===== src/rtl/traffic_intersection_ctrl.sv =====
// N-approach intersection controller: round-robin green/yellow/all-red phases,
// per-approach pedestrian requests and a byte-command lamp override.
module traffic_intersection_ctrl #(
    parameter int unsigned N_APP    = 3,
    parameter int unsigned CLK_HZ   = 12000000,
    parameter int unsigned TICK_HZ  = 1000,
    parameter int unsigned GREEN_T  = 5000,
    parameter int unsigned YELLOW_T = 2000,
    parameter int unsigned ALLRED_T = 1000,
    parameter int unsigned PED_EXT  = 3000,
    localparam int unsigned SEL_W   = $clog2(N_APP)
) (
    input  logic             clk,
    input  logic             rst_n,
    input  logic [N_APP-1:0] ped_req,
    input  logic             cmd_valid,
    input  logic [7:0]       cmd_data,
    input  logic [SEL_W-1:0] cmd_sel,
    output logic [N_APP-1:0] red,
    output logic [N_APP-1:0] yellow,
    output logic [N_APP-1:0] green,
    output logic [SEL_W-1:0] active_idx,
    output logic             override_active,
    output logic [N_APP-1:0] ped_pending
);

    localparam int unsigned PRE_TC = CLK_HZ / TICK_HZ - 1;
    localparam int unsigned PRE_W  = (PRE_TC > 0) ? $clog2(PRE_TC + 1) : 1;
    localparam int unsigned GE_T   = GREEN_T + PED_EXT;
    localparam int unsigned YA_MAX = (YELLOW_T > ALLRED_T) ? YELLOW_T : ALLRED_T;
    localparam int unsigned T_MAX  = (GE_T > YA_MAX) ? GE_T : YA_MAX;
    localparam int unsigned TMR_W  = $clog2(T_MAX + 1);
    localparam bit          EXT_EN = (PED_EXT != 0);

    localparam logic [7:0] CMD_G = 8'h47;
    localparam logic [7:0] CMD_Y = 8'h59;
    localparam logic [7:0] CMD_R = 8'h52;
    localparam logic [7:0] CMD_X = 8'h58;

    typedef enum logic [1:0] {S_ALL_RED, S_GREEN, S_YELLOW, S_OVERRIDE} state_t;
    typedef enum logic [1:0] {C_RED, C_YELLOW, C_GREEN} colour_t;

    state_t             state;
    colour_t            ov_colour;
    logic [TMR_W-1:0]   timer;
    logic [PRE_W-1:0]   pre_cnt;
    logic [N_APP-1:0]   ped_prev;
    logic               ext_used;

    logic               tick;
    logic               expiry;
    logic [N_APP-1:0]   ped_rise;
    logic               sel_ok;
    logic               colour_ok;
    logic               cmd_set;
    logic               cmd_release;
    colour_t            cmd_colour;
    logic               ext_req;
    logic               green_entry;
    logic [SEL_W-1:0]   next_idx;
    logic [N_APP-1:0]   pend_next;
    colour_t            lamp_colour;
    logic [N_APP-1:0]   red_next;
    logic [N_APP-1:0]   yellow_next;
    logic [N_APP-1:0]   green_next;

    // Free-running tick prescaler, independent of the FSM
    always_ff @(posedge clk or negedge rst_n) begin
        if (!rst_n) begin
            pre_cnt <= '0;
        end else if (pre_cnt == PRE_W'(PRE_TC)) begin
            pre_cnt <= '0;
        end else begin
            pre_cnt <= pre_cnt + PRE_W'(1);
        end
    end

    assign tick     = (pre_cnt == PRE_W'(PRE_TC));
    assign expiry   = tick && (timer == '0);
    assign ped_rise = ped_req & ~ped_prev;

    always_comb begin
        sel_ok     = (32'(cmd_sel) < N_APP);
        colour_ok  = 1'b1;
        cmd_colour = C_RED;
        case (cmd_data)
            CMD_G:   cmd_colour = C_GREEN;
            CMD_Y:   cmd_colour = C_YELLOW;
            CMD_R:   cmd_colour = C_RED;
            default: colour_ok = 1'b0;
        endcase
        cmd_set     = cmd_valid && sel_ok && colour_ok;
        cmd_release = cmd_valid && sel_ok && (cmd_data == CMD_X) && (state == S_OVERRIDE);
    end

    always_comb begin
        next_idx    = (active_idx == SEL_W'(N_APP - 1)) ? '0 : active_idx + SEL_W'(1);
        ext_req     = EXT_EN && (state == S_GREEN) && ped_rise[active_idx] && !ext_used;
        green_entry = !cmd_set && !cmd_release && (state == S_ALL_RED) && expiry;
        pend_next   = ped_pending | ped_rise;
        // A press on the approach currently green extends (or is dropped), never pends
        if (state == S_GREEN) begin
            pend_next[active_idx] = ped_pending[active_idx];
        end
        if (green_entry) begin
            pend_next[next_idx] = 1'b0;
        end
    end

    always_ff @(posedge clk or negedge rst_n) begin
        if (!rst_n) begin
            state           <= S_ALL_RED;
            timer           <= TMR_W'(ALLRED_T - 1);
            active_idx      <= SEL_W'(N_APP - 1);
            ov_colour       <= C_RED;
            ext_used        <= 1'b0;
            override_active <= 1'b0;
            ped_pending     <= '0;
            ped_prev        <= '0;
        end else begin
            ped_prev    <= ped_req;
            ped_pending <= pend_next;
            if (cmd_set) begin
                state           <= S_OVERRIDE;
                active_idx      <= cmd_sel;
                ov_colour       <= cmd_colour;
                override_active <= 1'b1;
            end else if (cmd_release) begin
                state           <= S_ALL_RED;
                timer           <= TMR_W'(ALLRED_T - 1);
                active_idx      <= cmd_sel;
                override_active <= 1'b0;
            end else begin
                case (state)
                    S_ALL_RED: begin
                        if (expiry) begin
                            state      <= S_GREEN;
                            timer      <= TMR_W'(GREEN_T - 1);
                            active_idx <= next_idx;
                            ext_used   <= 1'b0;
                        end else if (tick) begin
                            timer <= timer - TMR_W'(1);
                        end
                    end
                    S_GREEN: begin
                        if (ext_req) begin
                            timer    <= timer + TMR_W'(PED_EXT) - TMR_W'(tick);
                            ext_used <= 1'b1;
                        end else if (expiry) begin
                            state <= S_YELLOW;
                            timer <= TMR_W'(YELLOW_T - 1);
                        end else if (tick) begin
                            timer <= timer - TMR_W'(1);
                        end
                    end
                    S_YELLOW: begin
                        if (expiry) begin
                            state <= S_ALL_RED;
                            timer <= TMR_W'(ALLRED_T - 1);
                        end else if (tick) begin
                            timer <= timer - TMR_W'(1);
                        end
                    end
                    default: begin
                    end
                endcase
            end
        end
    end

    // Lamp pattern for the current state; registered one cycle behind the FSM
    always_comb begin
        red_next    = '1;
        yellow_next = '0;
        green_next  = '0;
        case (state)
            S_GREEN:    lamp_colour = C_GREEN;
            S_YELLOW:   lamp_colour = C_YELLOW;
            S_OVERRIDE: lamp_colour = ov_colour;
            default:    lamp_colour = C_RED;
        endcase
        if (lamp_colour == C_GREEN) begin
            red_next[active_idx]   = 1'b0;
            green_next[active_idx] = 1'b1;
        end else if (lamp_colour == C_YELLOW) begin
            red_next[active_idx]    = 1'b0;
            yellow_next[active_idx] = 1'b1;
        end
    end

    always_ff @(posedge clk or negedge rst_n) begin
        if (!rst_n) begin
            red    <= '1;
            yellow <= '0;
            green  <= '0;
        end else begin
            red    <= red_next;
            yellow <= yellow_next;
            green  <= green_next;
        end
    end

endmodule


===== config.mk =====
export PLATFORM = sky130hd
export DESIGN_NAME = traffic_intersection_ctrl
export DESIGN_NICKNAME = d
export VERILOG_FILES = /design/src/rtl/traffic_intersection_ctrl.sv
export SDC_FILE = /design/constraint.sdc
export NUM_CORES = 1
export LEC_CHECK = 0
export CAP_MARGIN = 20
export CORE_ASPECT_RATIO = 1.1
export CORE_MARGIN = 1
export CORE_UTILIZATION = 40
export DETAILED_ROUTE_END_ITERATION = 8
export DONT_BUFFER_PORTS = 1
export PLACE_DENSITY = 0.52
export SYNTH_ARGS = -nofsm -noshare
export SYNTH_HDL_FRONTEND = slang
export SYNTH_SLANG_ARGS = --single-unit

===== constraint.sdc =====
create_clock -name clk -period 5.4 [get_ports clk]
set_clock_uncertainty 0.15 [all_clocks]
set_input_delay 0.27 -clock clk [delete_from_list [all_inputs] [get_ports clk]]
set_output_delay 0.27 -clock clk [all_outputs]
set_load 0.1 [all_outputs]

==> Word-level counts from Yosys, hierarchy flattened <==
Index checks and enable logic that the tools add are counted.
{ "word_totals": {"reg_bits": 50, "inputBits": 16, "out_inout_bits": 15, "word_cells": 119} }
{ "op_classes": {"addsub": 5, "n_lt_le_gt_ge": 5, "n_eq_ne": 17, "mux": 44, "bitwise_logic": 8, "n_reduce_logical": 28} }
{ "op_table": {"columns": ["operator", "count"], "rows": [
  ["2-to-1 mux 13 bit", 6],
  ["one-hot mux 13 bit (3 select lines)", 1],
  ["== test 8 x 7 -> 1 bit (second input constant)", 4],
  ["2-to-1 mux 2 bit", 11],
  ["2-to-1 mux 3 bit", 7],
  ["!= test 4 bit (second input constant)", 4],
  ["adder 14 x 1 -> 14 bit (second input constant)", 1],
  ["== test 14 bit (second input constant)", 1],
  ["2-to-1 mux 14 bit", 1],
  ["adder 13 x 12 -> 13 bit (second input constant)", 1],
  ["zero test 13 bit", 1],
  ["subtractor 13 x 1 -> 13 bit", 1],
  ["subtractor 13 x 1 -> 13 bit (second input constant)", 1],
  ["logical AND 1 bit", 12],
  ["one-hot mux 2 bit (3 select lines)", 2],
  ["AND reduction 5 bit", 2],
  ["2-to-1 mux 1 bit", 9],
  ["NOT 3 bit", 3],
  ["== test 2 bit (second input constant)", 4],
  ["AND 3 bit", 2],
  ["< comparator 2 x 3 -> 1 bit (second input constant)", 2],
  ["nonzero test 3 bit", 2],
  ["nonzero test 5 bit", 1],
  ["binary-select mux 1 bit (select 2 bit)", 2],
  ["other kinds (17)", 26]
]} }

==> Logic depth before layout (Yosys ltp) <==
Gate-level depths: netlist of the first run.
{ "logic_depth": {"word_depth": 10, "ltp_mapped": 16, "depth_no_buf": 15} }

==> Worst setup path before layout of the first run <==
No wires, ideal clock.
{ "synth_path": {"path_kind": "reg-to-reg", "startpoint": "register pre_cnt[0]", "endpoint": "register timer[9]", "setup_time_ns": 0.077, "arrival_ns": 3.155, "t_required_ns": 5.173, "path_slack_ns": 2.018, "stages_incl_launch_ff": 17, "path_buffers": 1, "synth_period_minus_slack_ns": 3.382, "cell_sequence": "dfrtp_1 -> ha_1 -> nand4_2 -> or4_4 -> buf_6 -> clkinv_1 -> ha_1 -> inv_1 -> ha_1 -> inv_1 -> fa_1 -> nor2b_1 -> o41a_1 -> or3_1 -> nor3_1 -> a21oi_1 -> a31oi_1"} }
{ "synth_between": {"elab_chain_cells": 6, "word_cells_on_any_way": 10, "cone_classes": "1 x add/sub; 1 x eq/ne; 7 x mux; 1 x reduce/logical"} }
{ "synth_rtl": {"columns": ["item", "line", "text"], "rows": [
  ["start: declaration", "46", "logic [PRE_W-1:0] pre_cnt;"],
  ["start signal: assignment", "74", "pre_cnt <= pre_cnt + PRE_W'(1);"],
  ["== test 14 bit *", "78", "assign tick = (pre_cnt == PRE_W'(PRE_TC));"],
  ["branches (longest 3 deep; another with subtractor 13 x 1 -> 13 bit)", null, null],
  ["one-hot mux 13 bit (3 select lines) *", "134", "case (state)"],
  ["2-to-1 mux 13 bit *", "128", "end else if (cmd_release) begin"],
  ["end signal: assignment", "130", "timer <= TMR_W'(ALLRED_T - 1);"],
  ["end signal: assignment", "147", "timer <= timer + TMR_W'(PED_EXT) - TMR_W'(tick);"],
  ["end signal: assignment", "151", "timer <= TMR_W'(YELLOW_T - 1);"],
  ["end: declaration", "45", "logic [TMR_W-1:0] timer;"]
]} }
Every way passes the cells marked *.
A chain may end at the register's enable or synchronous reset.

==> Worst setup path after layout of the first run <==
Same ends and word-level chain as after synthesis.

==> results of run 1 <==
-- through the flow --
stage | setup slack (ns) | instance area [um2] | total power [uW] | cells | util [%]
2_1_floorplan | 2.018 | 3438 | 1271 | 371 | -
3_3_place_gp | 1.843 | 3527 | 1496 | 473 | 42.17
3_5_place_dp | 1.771 | 3527 | 1498 | 473 | 42.17
4_1_cts | 1.714 | 3722 | 1770 | 489 | 44.50
5_1_grt | 1.369 | 3722 | 1893 | 489 | 44.50
6_report | 1.730 | 3722 | 1754 | 489 | 44.50
-- Yosys cell counts, drive strengths merged (6+ instances only) --
cell	number
nand3	11
nor2b	6
xor2	11
ha	26
nor3	15
or3	6
nor4	11
o21ai	11
nor2	32
a21oi	22
dfstp	12
xnor2	12
inv	25
a31oi	8
or4	7
nand2	25
buf	6
dfrtp	38
nand4	7
-- worst register-to-register path, stage by stage (launching register included) --
cell,delay (ns)
dfrtp_1,0.39
ha_1,0.24
nand4_2,0.17
or4_4,0.63
clkinv_1,0.20
ha_1,0.17
inv_1,0.04
ha_1,0.18
inv_1,0.07
fa_1,0.20
nor2b_1,0.08
o41a_1,0.34
or3_1,0.34
nor3_1,0.15
a21oi_1,0.07
a31oi_1,0.18
-- layer usage --
layer,vias to the layer above,part of all wire (%)
li1,1375,-
met1,1388,47
met2,60,46
met3,19,4.1
met4,0,2.9
met5,-,0
-- where the power goes --
group          internal, uW  switching [uW]
registers               466             161
logic                   333             551
clock network          96.4             146
-- timing repair --
item / in CTS / in global routing
buffers inserted: 0 / 0
endpoints found under the setup margin: 0 / 0
hold endpoints to repair: 58 / 0
hold buffers: 8 / 0
-- sequential cells by signal (all words and copies together) (netlist names) --
register,flops
state,2
timer,13
pre_cnt,14
red,3
ped_pending,3
ov_colour,2
override_active,1
green,3
ext_used,1
ped_prev,3
yellow,3
active_idx,2
-- cell type report --
cell class                 instances  share of cell area, %
multi-input combinational        285                  54.18
sequential                        50                  34.02
tap                              111                  3.731
timing repair buffer               9                  2.824
inverter                          26                  2.622
clock buffer                       5                  1.849
clock inverter                     3                 0.7731
-- path summary, 6_finish.rpt --
path,endpoint,slack [ns],cells past startpoint
worst max-delay path,timer[9],1.73,15
worst min-delay path,ov_colour[1],0.01,3
worst max register to register,timer[9],1.73,15
worst min register to register,pre_cnt[0],0.34,1
max in group asynchronous,active_idx[1],4.49,2
min in group asynchronous,timer[11],0.33,2
-- cell families after synthesis --
kind of cell    Yosys count  synth area share, %
compound gates           82                16.70
xor+xnor                 23                5.859
fa+ha+maj                27                10.04
buf+inv                  36                4.512
flops                    50                36.83
mux                       2               0.5823
simple gates            151                25.47
==> results_dict.tcl, run 1 <==
set metrics [dict create \
    hold_viol_final 0 \
    crit_fanout 10 \
    h-tree-depth 2 \
    drc 0 \
    wl_um 8755 \
    synthTopCellsByArea "dfrtp_1 (28%), ha_1 (9.5%), dfstp_2 (9.2%)" \
    grt_pass1_vias 2804 \
    synth_flop_cell "dfrtp_1" \
    dr.first_iter.drc_count 141 \
    seq_area_um2 1266 \
    whs_ns 0.01391 \
    clockRootBuffer "clkbuf_8" \
    grt_pass1_wl_um 14530 \
    clock_latency_ns 0.32 \
    layout_common_cells "dfrtp_1 (38), nor2_1 (31), ha_1 (26)" \
    cts_resized 0 \
    maxSlewViolCount 0 \
    drt-wirelength-per-cell_um 17.90 \
    cts_buffers 5 \
    dieArea_um2 8971 \
    globalRouteTotalUtil_pct 20.51 \
    crit_path_max_incr_delay_ns 0.63 \
    clkTransAtPathRegs_ns 0.11 \
    worstPathCellList "ha_1, nand4_2, or4_4, clkinv_1, ha_1, inv_1, ha_1, inv_1, fa_1, nor2b_1, o41a_1, or3_1, nor3_1, a21oi_1, a31oi_1" \
    worstPathArrival_ns 3.76 \
    r2r-start "pre_cnt[0]" \
    hp-start "cmd_data[5]" \
    clock_path_buffers 2 \
    start_kind "flop" \
    final_nets 420 \
    syn_area_um2 3438 \
    synthCells 371 \
    ir_drop_v 0.0003189 \
    cp.buffers_inverters 3 \
    crit_start "pre_cnt[0]" \
    hpwl_um 6387 \
    finalCritPeriodShare_pct 67.96 \
    met2_usage_pct 33.18 \
    synth_top_area_cell "dfrtp_1" \
    top_usage_layer "met2" \
    synth.avg_cell_area_um2 9.268 \
    ios 31 \
    die_y_um 99.24 \
    rsz0062_at_grt "false" \
    outcome "finished, final reports clean" \
    final_common_cell "dfrtp_1" \
    yosys_warnings 0 \
    fin_tns_setup_ns 0 \
    layout-drive-gt1-share_pct 10.05 \
    route.vias.total 2842 \
    powerDensity_nw_per_um2 471.3 \
    fmax_mhz 272.5 \
    synth_seq_area_share_pct 36.83 \
    critPathTopFamily "simple AND/OR/NAND/NOR gates" \
    grt_max_degree 51 \
    synth_edf_count 0 \
    crit_type "reg -> reg" \
    drv_cap 0 \
    synth_seq_cells 50 \
    initial_core_util_pct 41.11 \
    endpoint_kind "flop" \
    slew_headroom_pct 34.82 \
    overflow 0 \
    postRouteAntennaNets 0 \
    die_w_um 90.40 \
    viasPerCell 5.812 \
    holdCritPathClass "in -> reg" \
    clock_sinks 50 \
    fillers 828 \
    grt_use_met1_pct 27.43 \
    diodes 0 \
    cpMaxStageDelayCell "or4_4" \
    syn-num-nets 414 \
    antenna_found_initial 0 \
    cpMostUsedCell "ha_1" \
    cts_tree "yes" \
    worstPathRequired_ns 5.49 \
    multi_input_area_um2 2017 \
    io_buffers 0 \
    place.gp.congestion 0.8881 \
    rows 35 \
    min_period_ns 3.670 \
    worst_slew_pin_slew_ns 0.9724 \
    ys_types 71 \
    synthArstFlopShare_pct 100.0 \
    syn_to_final_growth_pct 8.261 \
    use_met3_pct 3.517 \
    synth_top_cell_area_share_pct 27.66 \
    core_area_um2 8364 \
    firstDrtPassIters 4 \
    p_leak_uw 0.001542 \
    setup_violations 0 \
]
No activity file was read; power rests on OpenSTA's default activity.
==> run 2: changes to the inputs <==
==> constraint.sdc (replaced) <==
create_clock -name clk -period 3.4 [get_ports clk]
set_clock_uncertainty 0.15 [all_clocks]
set_input_delay 0.17 -clock clk [delete_from_list [all_inputs] [get_ports clk]]
set_output_delay 0.17 -clock clk [all_outputs]
set_load 0.1 [all_outputs]
==> run 2 against run 1 <==
  * Global-route usage grew 0.34 points
  * Core utilization rose by 2.0 points
  * Wire length grew 2.3%
  * Clock-buffer cell count did not move
  * Worst setup slack lost 1.6 ns
  * Sequential power up 57%
  * Critical path depth is the same
  * Total power rose by 65%
  * Combinational power rose by 73%
  * Sequential share of layout area is 1.5 points lower
  * Worst hold slack better by 0.15 ns
  * Critical path type unchanged
  * Critical endpoint unchanged
==> results_dict.tcl, run 2 (same netlist as run 1, synthesis figures left out) <==
set metrics [dict create \
    core_area_um2 8364 \
    endpoint_kind "flop" \
    grt_use_met1_pct 30.14 \
    worstPathArrival_ns 3.38 \
    drc 0 \
    start_kind "flop" \
    finalCritPeriodShare_pct 96.60 \
    overflow 0 \
    powerDensity_nw_per_um2 745.9 \
    initial_core_util_pct 41.11 \
    multi_input_area_um2 2048 \
    cts_tree "yes" \
    setup_violations 0 \
    p_leak_uw 0.001617 \
    grt_pass1_vias 2787 \
    final_cell_area_um2 3889 \
    syn_to_final_growth_pct 13.10 \
    ios 31 \
    top_usage_layer "met2" \
    clock_sinks 50 \
    maxSlewViolCount 0 \
    crit_fanout 4 \
    regMostFlops "pre_cnt" \
    final_common_cell "dfrtp_1" \
    clockRootBuffer "clkbuf_8" \
    worst_slew_pin_slew_ns 0.9143 \
    h-tree-depth 2 \
    critPathTopFamily "simple AND/OR/NAND/NOR gates" \
    crit_type "reg -> reg" \
    min_period_ns 3.284 \
    rsz0062_at_grt "true" \
    crit_path_max_incr_delay_ns 0.53 \
    outcome "finished, final reports clean" \
    seq_area_um2 1266 \
    globalRouteTotalUtil_pct 20.85 \
    drv_cap 0 \
    dieArea_um2 8971 \
    slew_headroom_pct 39.04 \
    die_w_um 90.40 \
    holdCritPathClass "in -> reg" \
    placed_cell_area_um2 3625 \
    layout_common_cells "dfrtp_1 (38), nor2_1 (31), inv_1 (25), nand2_1 (25), ha_1 (25)" \
    fmax_mhz 304.5 \
    clock_latency_ns 0.32 \
    hpwl_um 6402 \
    postRouteAntennaNets 0 \
    clock_path_buffers 2 \
    largest_reg_flops 14 \
    diodes 0 \
    use_met3_pct 2.523 \
    rows 35 \
    cp.buffers_inverters 3 \
    grt_pass1_wl_um 14790 \
    layout-drive-gt1-share_pct 14.43 \
    hold_viol_final 0 \
    grt_max_degree 51 \
    fin_tns_setup_ns 0 \
    io_buffers 0 \
    clkTransAtPathRegs_ns 0.11 \
    antenna_found_initial 0 \
    met2_usage_pct 33.47 \
    worstPathCellList "ha_4, nand4_2, or4_4, clkinv_1, ha_1, inv_1, ha_1, inv_1, fa_2, nor2b_1, o41a_1, or3_4, nor3_2, a21oi_1, a31oi_1" \
    place.gp.congestion 0.8868 \
    cts_buffers 5 \
    die_y_um 99.24 \
    ir_drop_v 0.0004355 \
    firstDrtPassIters 5 \
    finalPower_uw 2901 \
    reg_top3 "pre_cnt: 14 flops, timer: 13 flops" \
    drt-wirelength-per-cell_um 17.70 \
    worstPathRequired_ns 3.49 \
    viasPerCell 5.682 \
    route.vias.total 2875 \
    wl_um 8957 \
    cpMaxStageDelayCell "or4_4" \
    fillers 826 \
    final_nets 437 \
    dr.first_iter.drc_count 140 \
]
[run 2: timing repair]
item / in CTS / in global routing
endpoints found under the hold margin: 60 / 0
resized for setup: 0 / 6
buffers inserted: 0 / 1
endpoints found under the setup margin: 0 / 4
hold buffers: 11 / 0
[run 2: final cells by class]
cell class / instances / share of cell area [%]
timing repair buffer: 26 / 6.178
clock buffer: 5 / 1.770
multi-input combinational: 285 / 52.67
sequential: 50 / 32.56
clock inverter: 3 / 0.7400
tap: 111 / 3.571
inverter: 26 / 2.510
[run 2: where the power goes]
| part | switching (uW) | internal [uW] |
|---|---|---|
| clock | 238 | 153 |
| sequential | 243 | 740 |
| combinational | 935 | 592 |
[run 2: worst register-to-register path, delay by kind of cell, from the launching register on]
kind,cells,cell delay [ns]
buffers and inverters,3,0.18
adders and majority gates,4,0.70
DFF,1,0.43
and+or+nand+nor,5,1.16
AOI/OAI and AO/OA,3,0.60
[run 2: metrics by stage]
stage	instances	setup slack, ns	utilization [%]	hold WS, ns
final	506	0.1156	46.49	0.1619
after global routing	506	-0.1078	46.49	0.2052
after CTS	505	0.03725	46.03	0.1638
after detailed placement	486	0.07674	43.34	-0.2734
after global placement	486	0.1549	43.34	-0.2736
after floorplan	371	0.01824	-	-0.2756
[run 2: path summary, 6_finish.rpt]
check                       startpoint              end  slack (ns)  cells past startpoint
max                         pre_cnt[0]         timer[9]        0.12                     15
min                        cmd_data[0]  override_active        0.16                      4
max reg2reg                 pre_cnt[0]         timer[9]        0.12                     15
min reg2reg                   timer[8]         timer[8]        0.36                      2
max in group asynchronous        rst_n         timer[6]        2.57                      2
min in group asynchronous        rst_n       pre_cnt[1]        0.24                      2
[run 2: per-layer routing]
layer | vias up | part of all wire (%)
li1 | 1411 | -
met1 | 1400 | 49
met2 | 55 | 47
met3 | 9 | 3.2
met4 | 0 | 0.97
met5 | - | 0
==> run 3: changes to the inputs <==
--- a/config.mk
+++ b/config.mk
@@ -9,9 +9,11 @@
 export CORE_ASPECT_RATIO = 1.1
 export CORE_MARGIN = 1
 export CORE_UTILIZATION = 40
+export CTS_BUF_LIST = sky130_fd_sc_hd__clkbuf_8 sky130_fd_sc_hd__clkbuf_16
 export DETAILED_ROUTE_END_ITERATION = 8
 export DONT_BUFFER_PORTS = 1
 export PLACE_DENSITY = 0.52
+export RECOVER_POWER = 25
 export SYNTH_ARGS = -nofsm -noshare
 export SYNTH_HDL_FRONTEND = slang
 export SYNTH_SLANG_ARGS = --single-unit
==> run 3 against run 2 <==
  * The run now ends with max-capacitance violations, max-slew violations left
  * Critical path type unchanged
  * First-iteration DRC count is 11% higher
  * Sequential power hardly changed
  * Worst setup slack worse by 0.0052 ns
  * Maximum frequency is 0.16% lower
  * Die area stayed put
==> results_dict.tcl, run 3 (same netlist as run 1, synthesis figures left out) <==
set metrics [dict create \
    clock_sinks 50 \
    crit_fanout 4 \
    whs_ns 0.1595 \
    fmax_mhz 304.0 \
    die_y_um 99.24 \
    h-tree-depth 2 \
    powerDensity_nw_per_um2 748.2 \
    final_nets 437 \
    setup_violations 0 \
    wl_um 8987 \
    crit_type "reg -> reg" \
    die_w_um 90.40 \
    cts_buffers 5 \
    grt_pass1_vias 2787 \
    place.gp.congestion 0.8868 \
    layout-drive-gt1-share_pct 14.18 \
    hpwl_um 6402 \
    ir_drop_v 0.0004362 \
    globalRouteTotalUtil_pct 20.85 \
    outcome "finished with violations" \
    hold_viol_final 0 \
    cts_tree "yes" \
    p_leak_uw 0.001617 \
    antenna_found_initial 0 \
    drv_cap 1 \
    start_kind "flop" \
    drt-wirelength-per-cell_um 17.76 \
    dieArea_um2 8971 \
    drc 0 \
    rows 35 \
    dr.first_iter.drc_count 155 \
    grt_pass1_wl_um 14790 \
    ios 31 \
    firstDrtPassIters 4 \
    wl_met3_um 295 \
    regMostFlops "pre_cnt" \
    initial_core_util_pct 41.11 \
    wl_met1_um 4384 \
    viasPerCell 5.694 \
    postRouteAntennaNets 0 \
    routed.top_layer "met4" \
    slew_headroom_pct -50.64 \
    route.vias.total 2881 \
    diodes 0 \
    final_common_cell "dfrtp_1" \
    clock_path_buffers 2 \
    worstPathRequired_ns 3.49 \
    dpl_worst_slack_ns 0.07674 \
    failed_checks "max-capacitance violations, max-slew violations" \
    finalPower_uw 2898 \
    rsz0062_at_grt "true" \
    placed_cell_area_um2 3625 \
    fin_ws_ns 0.1104 \
    worst_slew_pin_slew_ns 2.260 \
    clockRootBuffer "clkbuf_8" \
    reg_top3 "pre_cnt: 14 flops, timer: 13 flops" \
    maxSlewViolCount 51 \
    fin_tns_setup_ns 0 \
    min_period_ns 3.290 \
    io_buffers 0 \
    largest_reg_flops 14 \
    final_cell_area_um2 3874 \
    syn_to_final_growth_pct 12.66 \
    finalCritPeriodShare_pct 96.75 \
    holdCritPathClass "in -> reg" \
    clock_latency_ns 0.32 \
    worstPathArrival_ns 3.38 \
    layout_common_cells "dfrtp_1 (38), nor2_1 (31), inv_1 (25), nand2_1 (25), ha_1 (25)" \
    grt_max_degree 51 \
    endpoint_kind "flop" \
    overflow 0 \
    clkTransAtPathRegs_ns 0.11 \
    core_area_um2 8364 \
    routed-wl-met2_um 4219 \
]
## run 3: what timing repair did
action	4_1_cts	5_1_grt
setup endpoints to repair	0	4
gates resized for setup	0	6
hold endpoints to repair	60	0
setup buffers	0	1
hold buffers	11	0
## run 3: final timing paths
check                       startpoint         endpoint  slack, ns  depth (start not counted)
hold reg to reg               timer[8]         timer[8]       0.36                          2
min in group asynchronous        rst_n      pre_cnt[12]       1.07                          2
setup / recovery            pre_cnt[0]         timer[9]       0.11                         15
max in group asynchronous        rst_n       pre_cnt[9]       0.76                          2
setup reg to reg            pre_cnt[0]         timer[9]       0.11                         15
hold / removal             cmd_data[0]  override_active       0.16                          4
## run 3: through the flow
stage | util, % | instances
3_5_place_dp | 43.34 | 486
5_1_grt | 46.31 | 506
3_3_place_gp | 43.34 | 486
2_1_floorplan | - | 371
6_report | 46.31 | 506
4_1_cts | 46.03 | 505
## run 3: final cells by class
type	instances	area, um2
clock inverter	3	28.78
timing repair buffer	26	225.2
tap	111	138.9
multi-input combinational	285	2048
fill	827	4491
clock buffer	5	68.82
sequential	50	1266
inverter	26	97.59
## run 3: power breakdown
| part | switching (uW) | total [uW] | internal [uW] |
|---|---|---|---|
| Sequential | 244 | 984 | 740 |
| Combinational | 935 | 1520 | 589 |
| Clock | 237 | 391 | 153 |
## run 3: layer usage
layer	track usage, %	up-vias
met1	30.14	1400
met5	0	-
li1	-	1408
met3	2.523	9
met2	33.47	64
met4	4.715	0
## run 3: worst max-delay path, stage by stage (launching register included)
cell and delay, ns:
dfrtp_1 0.43, ha_4 0.18, nand4_2 0.10, or4_4 0.53, clkinv_1 0.07, ha_1 0.14
inv_1 0.04, ha_1 0.18, inv_1 0.07, fa_2 0.20, nor2b_1 0.08, o41a_1 0.35
or3_4 0.35, nor3_2 0.10, a21oi_1 0.06, a31oi_1 0.19
